[src/rtl/proc_pkg.sv]
// rtl/proc_pkg.sv - shared opcodes, FSM states, flag indices and decode helpers
// Contents: opcode localparams OP_*, state_t FSM encoding, FLAG_Z/FLAG_C/FLAG_V
// bit positions in the {v,c,z} flags word, and per-opcode flag/acc update helpers.
package proc_pkg;

    localparam logic [3:0] OP_NOP = 4'h0;
    localparam logic [3:0] OP_LDA = 4'h1;
    localparam logic [3:0] OP_STA = 4'h2;
    localparam logic [3:0] OP_ADD = 4'h3;
    localparam logic [3:0] OP_SUB = 4'h4;
    localparam logic [3:0] OP_AND = 4'h5;
    localparam logic [3:0] OP_OR  = 4'h6;
    localparam logic [3:0] OP_XOR = 4'h7;
    localparam logic [3:0] OP_LDI = 4'h8;
    localparam logic [3:0] OP_JMP = 4'h9;
    localparam logic [3:0] OP_JZ  = 4'hA;
    localparam logic [3:0] OP_JC  = 4'hB;
    localparam logic [3:0] OP_SHL = 4'hC;
    localparam logic [3:0] OP_SHR = 4'hD;
    localparam logic [3:0] OP_OUT = 4'hE;
    localparam logic [3:0] OP_HLT = 4'hF;

    typedef enum logic [2:0] {
        S_IDLE   = 3'd0,
        S_FETCH  = 3'd1,
        S_DECODE = 3'd2,
        S_EXEC   = 3'd3,
        S_HALT   = 3'd4
    } state_t;

    localparam int FLAG_Z = 0;
    localparam int FLAG_C = 1;
    localparam int FLAG_V = 2;

    // Every op that produces a new accumulator value also refreshes z.
    function automatic logic sets_z(input logic [3:0] op);
        return op inside {OP_LDA, OP_ADD, OP_SUB, OP_AND, OP_OR, OP_XOR,
                          OP_LDI, OP_SHL, OP_SHR};
    endfunction

    // Loads leave c alone; logic ops write c=0 through the ALU.
    function automatic logic sets_c(input logic [3:0] op);
        return op inside {OP_ADD, OP_SUB, OP_AND, OP_OR, OP_XOR, OP_SHL, OP_SHR};
    endfunction

    function automatic logic sets_v(input logic [3:0] op);
        return op inside {OP_ADD, OP_SUB};
    endfunction

endpackage

[src/rtl/proc_alu.sv]
// rtl/proc_alu.sv - combinational accumulator ALU
// Ports: op (opcode), a (accumulator), b (memory word or immediate) ->
// result, c (carry/borrow/shifted-out bit), v (signed overflow), z (result==0).
// Build macro PROC_SIGNED_EN: enables v and makes SHR arithmetic.
module proc_alu
    import proc_pkg::*;
#(
    parameter int DATA_W = 8
) (
    input  logic [3:0]        op,
    input  logic [DATA_W-1:0] a,
    input  logic [DATA_W-1:0] b,
    output logic [DATA_W-1:0] result,
    output logic              c,
    output logic              v,
    output logic              z
);

    localparam int M = DATA_W - 1;

    logic [DATA_W:0] sum;
    logic [DATA_W:0] diff;

    assign sum  = {1'b0, a} + {1'b0, b};
    // The extra top bit of the widened subtraction is the borrow (a < b).
    assign diff = {1'b0, a} - {1'b0, b};

    always_comb begin
        // LDA/LDI pass b straight through; the default covers them.
        result = b;
        c      = 1'b0;
        v      = 1'b0;
        case (op)
            OP_ADD: begin
                result = sum[M:0];
                c      = sum[DATA_W];
`ifdef PROC_SIGNED_EN
                v      = (a[M] == b[M]) && (sum[M] != a[M]);
`endif
            end
            OP_SUB: begin
                result = diff[M:0];
                c      = diff[DATA_W];
`ifdef PROC_SIGNED_EN
                v      = (a[M] != b[M]) && (diff[M] != a[M]);
`endif
            end
            OP_AND: result = a & b;
            OP_OR:  result = a | b;
            OP_XOR: result = a ^ b;
            OP_SHL: begin
                result = {a[M-1:0], 1'b0};
                c      = a[M];
            end
            OP_SHR: begin
`ifdef PROC_SIGNED_EN
                result = {a[M], a[M:1]};
`else
                result = {1'b0, a[M:1]};
`endif
                c      = a[0];
            end
            default: ;
        endcase
    end

    assign z = (result == '0);

endmodule

[src/rtl/proc_core.sv]
// rtl/proc_core.sv - multi-cycle accumulator processor core (top)
// Ports: clk, rst (async active-low); run/step execution control; ld_we/ld_addr/
// ld_data data RAM preload; prog_addr/prog_data synchronous program ROM;
// acc, pc, flags {v,c,z}, out_val/out_valid, halted, state (debug).
// Build macro PROC_SIGNED_EN: signed overflow flag, arithmetic SHR, opcode B = JV.
module proc_core
    import proc_pkg::*;
#(
    parameter int DATA_W = 8,
    parameter int ADDR_W = 4,
    parameter int PC_W   = 5
) (
    input  logic                clk,
    input  logic                rst,
    input  logic                run,
    input  logic                step,
    input  logic                ld_we,
    input  logic [ADDR_W-1:0]   ld_addr,
    input  logic [DATA_W-1:0]   ld_data,
    output logic [PC_W-1:0]     prog_addr,
    input  logic [ADDR_W+3:0]   prog_data,
    output logic [DATA_W-1:0]   acc,
    output logic [PC_W-1:0]     pc,
    output logic [2:0]          flags,
    output logic [DATA_W-1:0]   out_val,
    output logic                out_valid,
    output logic                halted,
    output logic [2:0]          state
);

`ifdef PROC_SIGNED_EN
    localparam int JC_FLAG = FLAG_V;
`else
    localparam int JC_FLAG = FLAG_C;
`endif

    state_t state_q, state_d;

    logic [ADDR_W+3:0]  ir;
    logic [3:0]         op;
    logic [ADDR_W-1:0]  operand;
    logic [DATA_W-1:0]  alu_b;
    logic [DATA_W-1:0]  alu_result;
    logic               alu_c, alu_v, alu_z;
    logic [PC_W-1:0]    target;

    logic [DATA_W-1:0]  ram [2**ADDR_W];

    assign op      = ir[ADDR_W+3:ADDR_W];
    assign operand = ir[ADDR_W-1:0];
    assign target  = PC_W'(operand);
    assign alu_b   = (op == OP_LDI) ? DATA_W'(operand) : ram[operand];

    // The ROM registers its address at the end of FETCH, so presenting pc
    // directly gives the word in DECODE, where ir captures it.
    assign prog_addr = pc;
    assign state     = state_q;

    proc_alu #(.DATA_W(DATA_W)) u_alu (
        .op     (op),
        .a      (acc),
        .b      (alu_b),
        .result (alu_result),
        .c      (alu_c),
        .v      (alu_v),
        .z      (alu_z)
    );

    always_ff @(posedge clk or negedge rst) begin
        if (!rst) state_q <= S_IDLE;
        else      state_q <= state_d;
    end

    always_comb begin
        state_d = state_q;
        case (state_q)
            S_IDLE:   if (run || step) state_d = S_FETCH;
            S_FETCH:  state_d = S_DECODE;
            S_DECODE: state_d = S_EXEC;
            S_EXEC: begin
                if (op == OP_HLT) state_d = S_HALT;
                else if (run)     state_d = S_FETCH;
                else              state_d = S_IDLE;
            end
            S_HALT:   state_d = S_HALT;
            default:  state_d = S_IDLE;
        endcase
    end

    always_ff @(posedge clk or negedge rst) begin
        if (!rst) begin
            ir        <= '0;
            pc        <= '0;
            acc       <= '0;
            flags     <= '0;
            out_val   <= '0;
            out_valid <= 1'b0;
            halted    <= 1'b0;
        end else begin
            out_valid <= 1'b0;
            case (state_q)
                S_DECODE: begin
                    ir <= prog_data;
                    pc <= pc + PC_W'(1);
                end
                S_EXEC: begin
                    if (sets_z(op)) begin
                        acc           <= alu_result;
                        flags[FLAG_Z] <= alu_z;
                    end
                    if (sets_c(op)) flags[FLAG_C] <= alu_c;
                    if (sets_v(op)) flags[FLAG_V] <= alu_v;
                    case (op)
                        OP_JMP: pc <= target;
                        OP_JZ:  if (flags[FLAG_Z])  pc <= target;
                        OP_JC:  if (flags[JC_FLAG]) pc <= target;
                        OP_OUT: begin
                            out_val   <= acc;
                            out_valid <= 1'b1;
                        end
                        OP_HLT: halted <= 1'b1;
                        default: ;
                    endcase
                end
                default: ;
            endcase
        end
    end

    // No reset on the RAM: contents survive rst. During reset the FSM sits in
    // IDLE, so an STA that has not reached its edge never writes.
    always_ff @(posedge clk) begin
        if (state_q == S_EXEC && op == OP_STA)
            ram[operand] <= acc;
        else if (ld_we && (state_q == S_IDLE || state_q == S_HALT))
            ram[ld_addr] <= ld_data;
    end

endmodule

[config.mk]
export PLATFORM = sky130hd
export DESIGN_NAME = proc_core
export DESIGN_NICKNAME = d
export VERILOG_FILES = /design/src/rtl/proc_pkg.sv /design/src/rtl/proc_alu.sv /design/src/rtl/proc_core.sv
export SDC_FILE = /design/constraint.sdc
export NUM_CORES = 1
export LEC_CHECK = 0
export BUFFER_PORTS_ARGS = -buffer_cell sky130_fd_sc_hd__buf_2
export CAP_MARGIN = 25
export CORE_AREA = 2 2 116 118
export CTS_BUF_LIST = sky130_fd_sc_hd__clkbuf_2 sky130_fd_sc_hd__clkbuf_4 sky130_fd_sc_hd__clkbuf_8
export DETAILED_ROUTE_END_ITERATION = 6
export DIE_AREA = 0 0 118 120
export GPL_ROUTABILITY_DRIVEN = 1
export MAX_ROUTING_LAYER = met4
export PLACE_DENSITY = 0.93
export SLEW_MARGIN = 20
export SYNTH_ARGS = -nofsm -noshare
export SYNTH_HDL_FRONTEND = slang
export SYNTH_HIERARCHICAL = 1
export SYNTH_SLANG_ARGS = --single-unit
[constraint.sdc]
create_clock -name clk -period 7.95 [get_ports clk]
set_input_delay 0 -clock clk [delete_from_list [all_inputs] [get_ports clk]]
set_output_delay 0 -clock clk [all_outputs]
set_load 0.005 [all_outputs]
==> results of run 1 <==
-- logic make-up after synthesis --
kind of cell	count (synthesis)	share of synthesized area (%)
mux	90	15.7
flops	165	55.4
simple gates	151	10.2
xor+xnor	5	0.508
other cells	1	0.0435
fa+ha+maj	27	4.10
compound gates	121	9.55
buf+inv	74	4.53
-- power by group through the flow --
stage	sequential, mW	clock (mW)	combinational, mW
global placement	1.34	0	2.14
floorplan	1.28	0	1.73
CTS	1.34	0.595	2.20
detailed placement	1.36	0	2.17
finish	1.34	0.591	2.27
global route	1.36	0.628	2.44
-- sequential cells by signal, summed over array words and instances (netlist names) --
name and count:
ram 128, pc 5, out_val 8, ir 8, state 3, acc 8, flags 3, halted 1
out_valid 1
-- cells in the mapped netlist, types with 12 or more instances --
cell type,count
edfxtp_1,128
nor2_1,43
dfrtp_1,37
mux2_2,37
inv_1,33
a21oi_1,29
ha_1,25
mux2i_1,23
mux4_2,20
nand2_1,18
o21ai_0,16
nand2b_1,15
buf_2,12
-- layout make-up --
cell class              instances  area, sq um
repair buffers                 75          445
fillers                       845         3580
clock buffers                  19          249
flip-flops and latches        165         4770
inverters                      33          124
multi-input cells             395         3460
well taps                     176          220
clock inverters                12          126
-- per-stage QoR --
stage	total power, mW	util [%]	worst slack [ns]	instances	instance area (sq um)
after CTS	4.13	72.4	3.13	875	9390
after global placement	3.48	68.6	3.25	833	8910
after floorplan	3.01	-	4.16	634	8610
after global routing	4.43	72.4	2.83	875	9400
after detailed placement	3.53	68.6	3.18	833	8910
final	4.20	72.4	3.06	875	9400
-- worst reg2reg max path: stages, from the launching register on --
cell	delay (ns)
dfrtp_2	0.72
buf_4	0.50
mux4_1	0.61
nor2_1	0.14
nor3_1	0.09
a211o_1	0.34
ha_1	0.23
fa_1	0.43
xor2_1	0.17
a22o_1	0.19
a211oi_1	0.23
or4b_1	0.53
a221o_1	0.33
nor4_2	0.14
mux2_2	0.18
-- metal layers --
| layer | part of all wire (%) | global-route usage (%) | vias up |
|---|---|---|---|
| li1 | - | - | 2550 |
| met1 | 38 | 39.2 | 2909 |
| met2 | 50 | 52.3 | 384 |
| met3 | 7.6 | 5.99 | 70 |
| met4 | 3.8 | 12.7 | 0 |
| met5 | 0 | - | - |
-- path summary, 6_finish.rpt --
check	depth (start not counted)	startpoint	to	slack, ns
worst max-delay path	14	ir[0]$_DFFE_PN0P_	flags[0]$_DFFE_PN0P_	3.06
worst min-delay path	2	ld_data[1]	ram[2][1]$_DFFE_PP_	0.11
worst max register to register	14	ir[0]$_DFFE_PN0P_	flags[0]$_DFFE_PN0P_	3.06
worst min register to register	1	out_val[2]$_DFFE_PN0P_	out_val[2]$_DFFE_PN0P_	0.50
max in group asynchronous	2	rst	ir[0]$_DFFE_PN0P_	7.18
min in group asynchronous	2	rst	pc[3]$_DFFE_PN0P_	0.18
==> impl_metrics.tcl, run 1 <==
set metrics [dict create \
    yosys.area.top_type_share_pct 44.6 \
    first_pass_iters 5 \
    fin_hold_ws_ns 0.112 \
    critPathMaxFanout 24 \
    clk_latency_ns 0.46 \
    nNetsFinal 739 \
    cpPeakStageDelay_ns 0.72 \
    rsz0062_at_grt "false" \
    synth-main-ff-cell "edfxtp_1" \
    groute.usage.overall_pct 31.7 \
    fmax_ghz 0.205 \
    p_switching_mw 1.80 \
    clkPwrFrac_pct 14.1 \
    numPortBuffers 58 \
    drv_cap 0 \
    power.leakage_nw 3.59 \
    avgSynthCellArea_sq_um 13.6 \
    critPathBufInv 1 \
    drt.antenna.violating_nets 0 \
    gp_congestion 0.958 \
    required_ns 8.35 \
    cts_buffers 17 \
    antenna_found_initial 0 \
    clock_path_buffers 2 \
    antenna_cells 0 \
    powerDensity_nw_per_um2 447 \
    grt_max_degree 49 \
    seq_power_share_pct 32.0 \
    syn-instance-count 634 \
    end_kind "flop" \
    critPathTopFamily "compound AO/OA/AOI/OAI gates" \
    finalSetupViolCount 0 \
    die_x_microns 118 \
    ys_types 82 \
    placeableCoreArea_sq_um 13000 \
    dieHeight_microns 120 \
    wl_mm 21.1 \
    drc 0 \
    cp_cell_sequence "buf_4, mux4_1, nor2_1, nor3_1, a211o_1, ha_1, fa_1, xor2_1, a22o_1, a211oi_1, or4b_1, a221o_1, nor4_2, mux2_2" \
    fin_crit_sh_pct 61.5 \
    cts.repair.resized 0 \
    viasPerCell 6.76 \
    final_cell_mix "edfxtp_1 (128), buf_2 (58), nor2_1 (43), mux2_2 (37), dfrtp_1 (36)" \
    synth_area_leaders "edfxtp_1 (45%), dfrtp_1 (11%), mux4_2 (5.2%)" \
    cts_root_buf "clkbuf_8" \
    io_pins 59 \
    drive_gt1_share_pct 24.0 \
    switching_share_pct 42.9 \
    cts_tree "yes" \
    die_area_sq_um 14200 \
    hold_buffers 11 \
    yosysSeqAreaShare_pct 55.4 \
    vias 5913 \
    cts.htree.levels 4 \
    grt_pass1_vias 5800 \
    p_comb_share_pct 53.9 \
    post_cts_buffers 0 \
    cts.sinks 165 \
    hold_violations 0 \
    synthToLayoutAreaGrowth_pct 9.15 \
    yosysWarnings 6 \
    synth_top_cell_by_area "edfxtp_1" \
    cpMaxStageDelayCell "dfrtp_2" \
    outcome "complete, no violations" \
    ir_drop_uv 235 \
    syn-cell-area_sq_um 8610 \
    worst_pin_slew_ns 1.06 \
    final_common_cell "edfxtp_1" \
    drt-initial-drc-count 715 \
    crit_arrival_ns 5.29 \
    intPower_mw 2.40 \
    rows 42 \
    crit_type "reg2reg" \
    dp_hpwl_mm 14.0 \
    synth-async-reset-ratio_pct 22.4 \
    clk_pin_slew_ns 0.10 \
    start_util_pct 66.3 \
    grt_overflow 0 \
    synth_edf_count 128 \
    syn_nets 686 \
    synth-seq-cells 165 \
    slew_headroom_pct 29.2 \
    start_kind "flop" \
    finalClockSkew_ns 0.0160 \
    period_needed_ns 4.89 \
    drv_slew 0 \
    grt_pass1_wl_mm 32.6 \
    wire_per_inst_microns 24.2 \
    fin_tns_setup_ns 0 \
    hold_class "in2reg" \
]
(Power assumes the default switching activity.)
==> run 2: changes to the inputs <==
--- a/config.mk
+++ b/config.mk
@@ -7,13 +7,13 @@
 export LEC_CHECK = 0
 export BUFFER_PORTS_ARGS = -buffer_cell sky130_fd_sc_hd__buf_2
 export CAP_MARGIN = 25
-export CORE_AREA = 2 2 116 118
+export CORE_AREA = 2 2 120 122
 export CTS_BUF_LIST = sky130_fd_sc_hd__clkbuf_2 sky130_fd_sc_hd__clkbuf_4 sky130_fd_sc_hd__clkbuf_8
 export DETAILED_ROUTE_END_ITERATION = 6
-export DIE_AREA = 0 0 118 120
+export DIE_AREA = 0 0 122 124
 export GPL_ROUTABILITY_DRIVEN = 1
 export MAX_ROUTING_LAYER = met4
-export PLACE_DENSITY = 0.93
+export PLACE_DENSITY = 0.88
 export SLEW_MARGIN = 20
 export SYNTH_ARGS = -nofsm -noshare
 export SYNTH_HDL_FRONTEND = slang
==> constraint.sdc (replaced) <==
create_clock -name clk -period 4.7 [get_ports clk]
set_input_delay 0 -clock clk [delete_from_list [all_inputs] [get_ports clk]]
set_output_delay 0 -clock clk [all_outputs]
set_load 0.005 [all_outputs]
==> impl_metrics.tcl, run 2 (synthesis gave the netlist of run 1 again) <==
set metrics [dict create \
    hold_violations 0 \
    wl_met2_mm 9.92 \
    fin_crit_sh_pct 90.2 \
    stdcell_area_sq_um 9450 \
    io_pins 59 \
    crit_type "reg2reg" \
    multi_input_area_sq_um 3450 \
    die_x_microns 122 \
    start_util_pct 62.8 \
    grt_max_degree 47 \
    crit_arrival_ns 4.65 \
    wl_met3_mm 1.32 \
    end_kind "flop" \
    grt_pass1_wl_mm 31.1 \
    hold_class "in2reg" \
    antenna_cells 0 \
    period_needed_ns 4.24 \
    worstHoldStart "ld_data[7]" \
    wire_per_inst_microns 22.6 \
    fmax_ghz 0.236 \
    placeableCoreArea_sq_um 13700 \
    drv_slew 0 \
    drc 0 \
    clk_latency_ns 0.46 \
    r2r-start "ir[2]$_DFFE_PN0P_" \
    largest-register "ram" \
    vias 5753 \
    drv_cap 0 \
    viasPerCell 6.49 \
    drive_gt1_share_pct 24.6 \
    required_ns 5.11 \
    cts_buffers 17 \
    final_common_cell "edfxtp_1" \
    rows 43 \
    outcome "complete, no violations" \
    critPathLaunch "ir[2]$_DFFE_PN0P_" \
    synthToLayoutAreaGrowth_pct 9.73 \
    clock_path_buffers 2 \
    rsz0062_at_grt "false" \
    nNetsFinal 746 \
    cts.htree.levels 4 \
    first_pass_iters 7 \
    post_cts_buffers 0 \
    slew_headroom_pct 35.4 \
    powerDensity_nw_per_um2 747 \
    gp_congestion 0.979 \
    cts.sinks 165 \
    drt-initial-drc-count 650 \
    clk_pin_slew_ns 0.09 \
    final_cell_mix "edfxtp_1 (128), buf_2 (58), nor2_1 (43), mux2_2 (37), dfrtp_1 (36)" \
    worst_pin_slew_ns 0.968 \
    ir_drop_uv 346 \
    grt_pass1_vias 5641 \
    groute.usage.overall_pct 29.0 \
    antenna_found_initial 0 \
    finalClockSkew_ns 0.0112 \
    start_kind "flop" \
    regArea_sq_um 4770 \
    largest_reg_flops 128 \
    dieHeight_microns 124 \
    dp_hpwl_mm 13.7 \
    power.leakage_nw 3.62 \
    die_area_sq_um 15100 \
    cts_tree "yes" \
    critPathMaxFanout 15 \
    placed_area_sq_um 8960 \
    finalSetupViolCount 0 \
    cts_root_buf "clkbuf_8" \
    num-fill-cells 913 \
    numPortBuffers 58 \
    wl_mm 20.0 \
    drt.antenna.violating_nets 0 \
    drt-met1-wl_mm 8.16 \
    routed.top_layer "met4" \
    fin_tns_setup_ns 0 \
    grt_overflow 0 \
]
==> run 2: routing by layer <==
| layer | global-route usage [%] | vias to the layer above |
|---|---|---|
| li1 | - | 2563 |
| met1 | 36.0 | 2874 |
| met2 | 46.4 | 260 |
| met3 | 5.68 | 56 |
| met4 | 13.7 | 0 |
| met5 | - | - |
==> run 2: worst max-delay path, cell delays in order (launching register included) <==
cell and delay (ns):
dfrtp_1 0.72, inv_1 0.22, a2111oi_0 0.47, nor4_1 0.12, a211o_1 0.32, ha_1 0.24
fa_1 0.41, xor2_1 0.16, a22o_1 0.19, a211oi_1 0.23, or4b_1 0.50, a221o_1 0.30
nor4_2 0.13, mux2_2 0.18
==> run 2: report_power, final <==
part,total [mW],leakage [nW],switching (mW),internal (mW)
Sequential,2.30,1.62,0.339,1.96
Combinational,3.77,1.81,2.14,1.63
Clock,0.983,0.191,0.550,0.433
Total,7.06,3.62,3.03,4.03
==> run 2: timing repair <==
action,in CTS,in global routing
setup endpoints to repair,0,1
hold buffers,11,0
resized for setup,0,1
hold endpoints to repair,46,0
==> run 2: final timing paths <==
kind | endpoint | slack (ns) | cells after the start
worst max-delay path | flags[0]$_DFFE_PN0P_ | 0.46 | 13
worst min-delay path | ram[0][7]$_DFFE_PP_ | 0.09 | 2
worst max register to register | flags[0]$_DFFE_PN0P_ | 0.46 | 13
worst min register to register | halted$_DFFE_PN0P_ | 0.49 | 1
max in group asynchronous | ir[0]$_DFFE_PN0P_ | 3.86 | 2
min in group asynchronous | ir[3]$_DFFE_PN0P_ | 0.20 | 2
==> run 2: final cells by class <==
cell class	instances	share of cell area [%]
Tap cell	180	2.38
Multi-Input combinational cell	395	36.5
Sequential cell	165	50.5
Timing Repair Buffer	82	5.27
Clock buffer	17	2.48
Clock inverter	14	1.52
Inverter	33	1.31
==> run 2: stage by stage <==
step | worst slack [ns] | instances | hold slack, ns | utilization [%] | power [mW]
after floorplan | 0.909 | 634 | -0.296 | - | 5.09
after global placement | 0.481 | 844 | 0.141 | 65.3 | 5.88
after detailed placement | 0.427 | 844 | 0.176 | 65.3 | 5.99
after CTS | 0.397 | 886 | 0.0846 | 68.9 | 6.99
after global routing | 0.142 | 886 | 0.117 | 68.9 | 7.50
final | 0.459 | 886 | 0.0904 | 68.9 | 7.06
==> run 3: changes to the inputs <==
--- a/config.mk
+++ b/config.mk
@@ -7,13 +7,15 @@
 export LEC_CHECK = 0
 export BUFFER_PORTS_ARGS = -buffer_cell sky130_fd_sc_hd__buf_2
 export CAP_MARGIN = 25
-export CORE_AREA = 2 2 120 122
+export CELL_PAD_IN_SITES_DETAIL_PLACEMENT = 1
+export CELL_PAD_IN_SITES_GLOBAL_PLACEMENT = 1
+export CORE_AREA = 2 2 132 134
 export CTS_BUF_LIST = sky130_fd_sc_hd__clkbuf_2 sky130_fd_sc_hd__clkbuf_4 sky130_fd_sc_hd__clkbuf_8
 export DETAILED_ROUTE_END_ITERATION = 6
-export DIE_AREA = 0 0 122 124
+export DIE_AREA = 0 0 134 136
 export GPL_ROUTABILITY_DRIVEN = 1
 export MAX_ROUTING_LAYER = met4
-export PLACE_DENSITY = 0.88
+export PLACE_DENSITY = 0.87
 export SLEW_MARGIN = 20
 export SYNTH_ARGS = -nofsm -noshare
 export SYNTH_HDL_FRONTEND = slang
==> impl_metrics.tcl, run 3 (synthesis gave the netlist of run 1 again) <==
set metrics [dict create \
    grt_pass1_vias 6237 \
    largest-register "ram" \
    nNetsFinal 748 \
    wire_per_inst_microns 25.3 \
    grt_pass1_wl_mm 36.1 \
    fin_tns_setup_ns 0 \
    synthToLayoutAreaGrowth_pct 11.0 \
    hold_violations 0 \
    rsz0062_at_grt "false" \
    clk_latency_ns 0.47 \
    io_pins 59 \
    crit_top_cell "mux2i_1" \
    critPathMaxFanout 26 \
    powerDensity_nw_per_um2 769 \
    outcome "complete, no violations" \
    drt.antenna.violating_nets 0 \
    die_x_microns 134 \
    rows 48 \
    crit_type "reg2reg" \
    cts_tree "yes" \
    seq_power_share_pct 31.5 \
    dieHeight_microns 136 \
    critPathBufInv 1 \
    hold_class "in2reg" \
    largest_reg_flops 128 \
    antenna_cells 0 \
    cp_cell_sequence "mux4_1, mux2i_1, a31oi_1, inv_1, ha_1, mux2i_1, mux2i_1, a211oi_1, or4b_1, a221o_1, nor4_2, mux2_2" \
    dp_hpwl_mm 15.9 \
    switching_share_pct 44.2 \
    drv_cap 0 \
    period_needed_ns 4.54 \
    start_util_pct 51.0 \
    placed_area_sq_um 9030 \
    cts.htree.levels 4 \
    required_ns 5.10 \
    critPathTopFamily "multiplexers" \
    p_switching_mw 3.24 \
    clock_path_buffers 2 \
    p_comb_share_pct 53.9 \
    drt-initial-drc-count 438 \
    numPortBuffers 58 \
    post_cts_buffers 0 \
    gp_congestion 0.970 \
    drc 0 \
    clkPwrFrac_pct 14.6 \
    grt_overflow 0 \
    finalClockSkew_ns 0.0218 \
    slew_headroom_pct 29.7 \
    clk_pin_slew_ns 0.11 \
    groute.usage.overall_pct 27.4 \
    intPower_mw 4.10 \
    cts_buffers 17 \
    cpMaxStageDelayCell "dfrtp_2" \
    grt_max_degree 45 \
    stdcell_area_sq_um 9560 \
    fmax_ghz 0.221 \
    vias 5991 \
    p_total_mw 7.35 \
    ir_drop_uv 295 \
    cts_root_buf "clkbuf_8" \
    final_common_cell "edfxtp_1" \
    final_cell_mix "edfxtp_1 (128), buf_2 (58), nor2_1 (42), mux2_2 (37), dfrtp_1 (36)" \
    drv_slew 0 \
    worst_pin_slew_ns 1.05 \
    viasPerCell 6.41 \
    finalSetupViolCount 0 \
    fin_crit_sh_pct 96.5 \
    crit_arrival_ns 4.93 \
    power.leakage_nw 3.65 \
    cpPeakStageDelay_ns 0.81 \
    first_pass_iters 5 \
    antenna_found_initial 0 \
    die_area_sq_um 18200 \
    placeableCoreArea_sq_um 16900 \
    drive_gt1_share_pct 25.2 \
    end_kind "flop" \
    start_kind "flop" \
    cts.sinks 165 \
    num-fill-cells 1681 \
    wl_mm 23.6 \
]
==> run 3: layout make-up <==
cell class,count,area (sq um),area share (%)
sequential,165,4770,49.9
multi-input combinational,395,3470,36.3
timing repair buffer,84,513,5.37
tap,225,282,2.95
clock buffer,17,234,2.45
clock inverter,15,168,1.75
inverter,33,124,1.30
==> run 3: worst paths after layout <==
check / start / end / slack [ns] / depth (start not counted)
worst max-delay path: ir[0]$_DFFE_PN0P_ / flags[0]$_DFFE_PN0P_ / 0.16 / 12
min in group asynchronous: rst / ir[1]$_DFFE_PN0P_ / 0.17 / 2
worst min-delay path: ld_data[5] / ram[1][5]$_DFFE_PP_ / 0.1 / 2
worst min register to register: halted$_DFFE_PN0P_ / halted$_DFFE_PN0P_ / 0.51 / 1
max in group asynchronous: rst / ir[0]$_DFFE_PN0P_ / 3.94 / 2
worst max register to register: ir[0]$_DFFE_PN0P_ / flags[0]$_DFFE_PN0P_ / 0.16 / 12
==> run 3: what timing repair did <==
action	in CTS	in global routing
hold endpoints to repair	46	0
resized for setup	0	1
setup endpoints to repair	0	1
hold buffers	11	0
==> run 3: per-layer routing <==
metal  vias to the layer above  global-route usage (%)  share of wire, %
li1                       2562                       -                 -
met4                         0                    11.7               3.8
met5                         -                       -                 0
met3                        71                    5.44               5.6
met2                       269                    45.1                50
met1                      3089                    33.3                40
==> run 3: power groups by stage <==
stage          registers [mW]  logic, mW  clock network (mW)
6_report                 2.32       3.96                1.07
3_5_place_dp             2.34       3.81                   0
4_1_cts                  2.31       3.88                1.07
5_1_grt                  2.35       4.29                1.13
2_1_floorplan            2.16       2.93                   0
3_3_place_gp             2.32       3.63                   0
==> run 3: stage by stage <==
stage / setup slack (ns) / std cells / hold slack (ns) / util (%)
2_1_floorplan: 0.909 / 634 / -0.296 / -
3_3_place_gp: 0.469 / 890 / 0.163 / 53.5
3_5_place_dp: 0.283 / 890 / 0.165 / 53.5
4_1_cts: 0.243 / 933 / 0.101 / 56.5
5_1_grt: 0.0102 / 934 / 0.119 / 56.6
6_report: 0.165 / 934 / 0.0968 / 56.6
==> run 3: worst register-to-register path, cell delays in order (launching register included) <==
cell and delay, ns:
dfrtp_2 0.81, mux4_1 0.71, mux2i_1 0.26, a31oi_1 0.26
inv_1 0.17, ha_1 0.37, mux2i_1 0.26, mux2i_1 0.14
a211oi_1 0.37, or4b_1 0.48, a221o_1 0.31, nor4_2 0.14
mux2_2 0.18
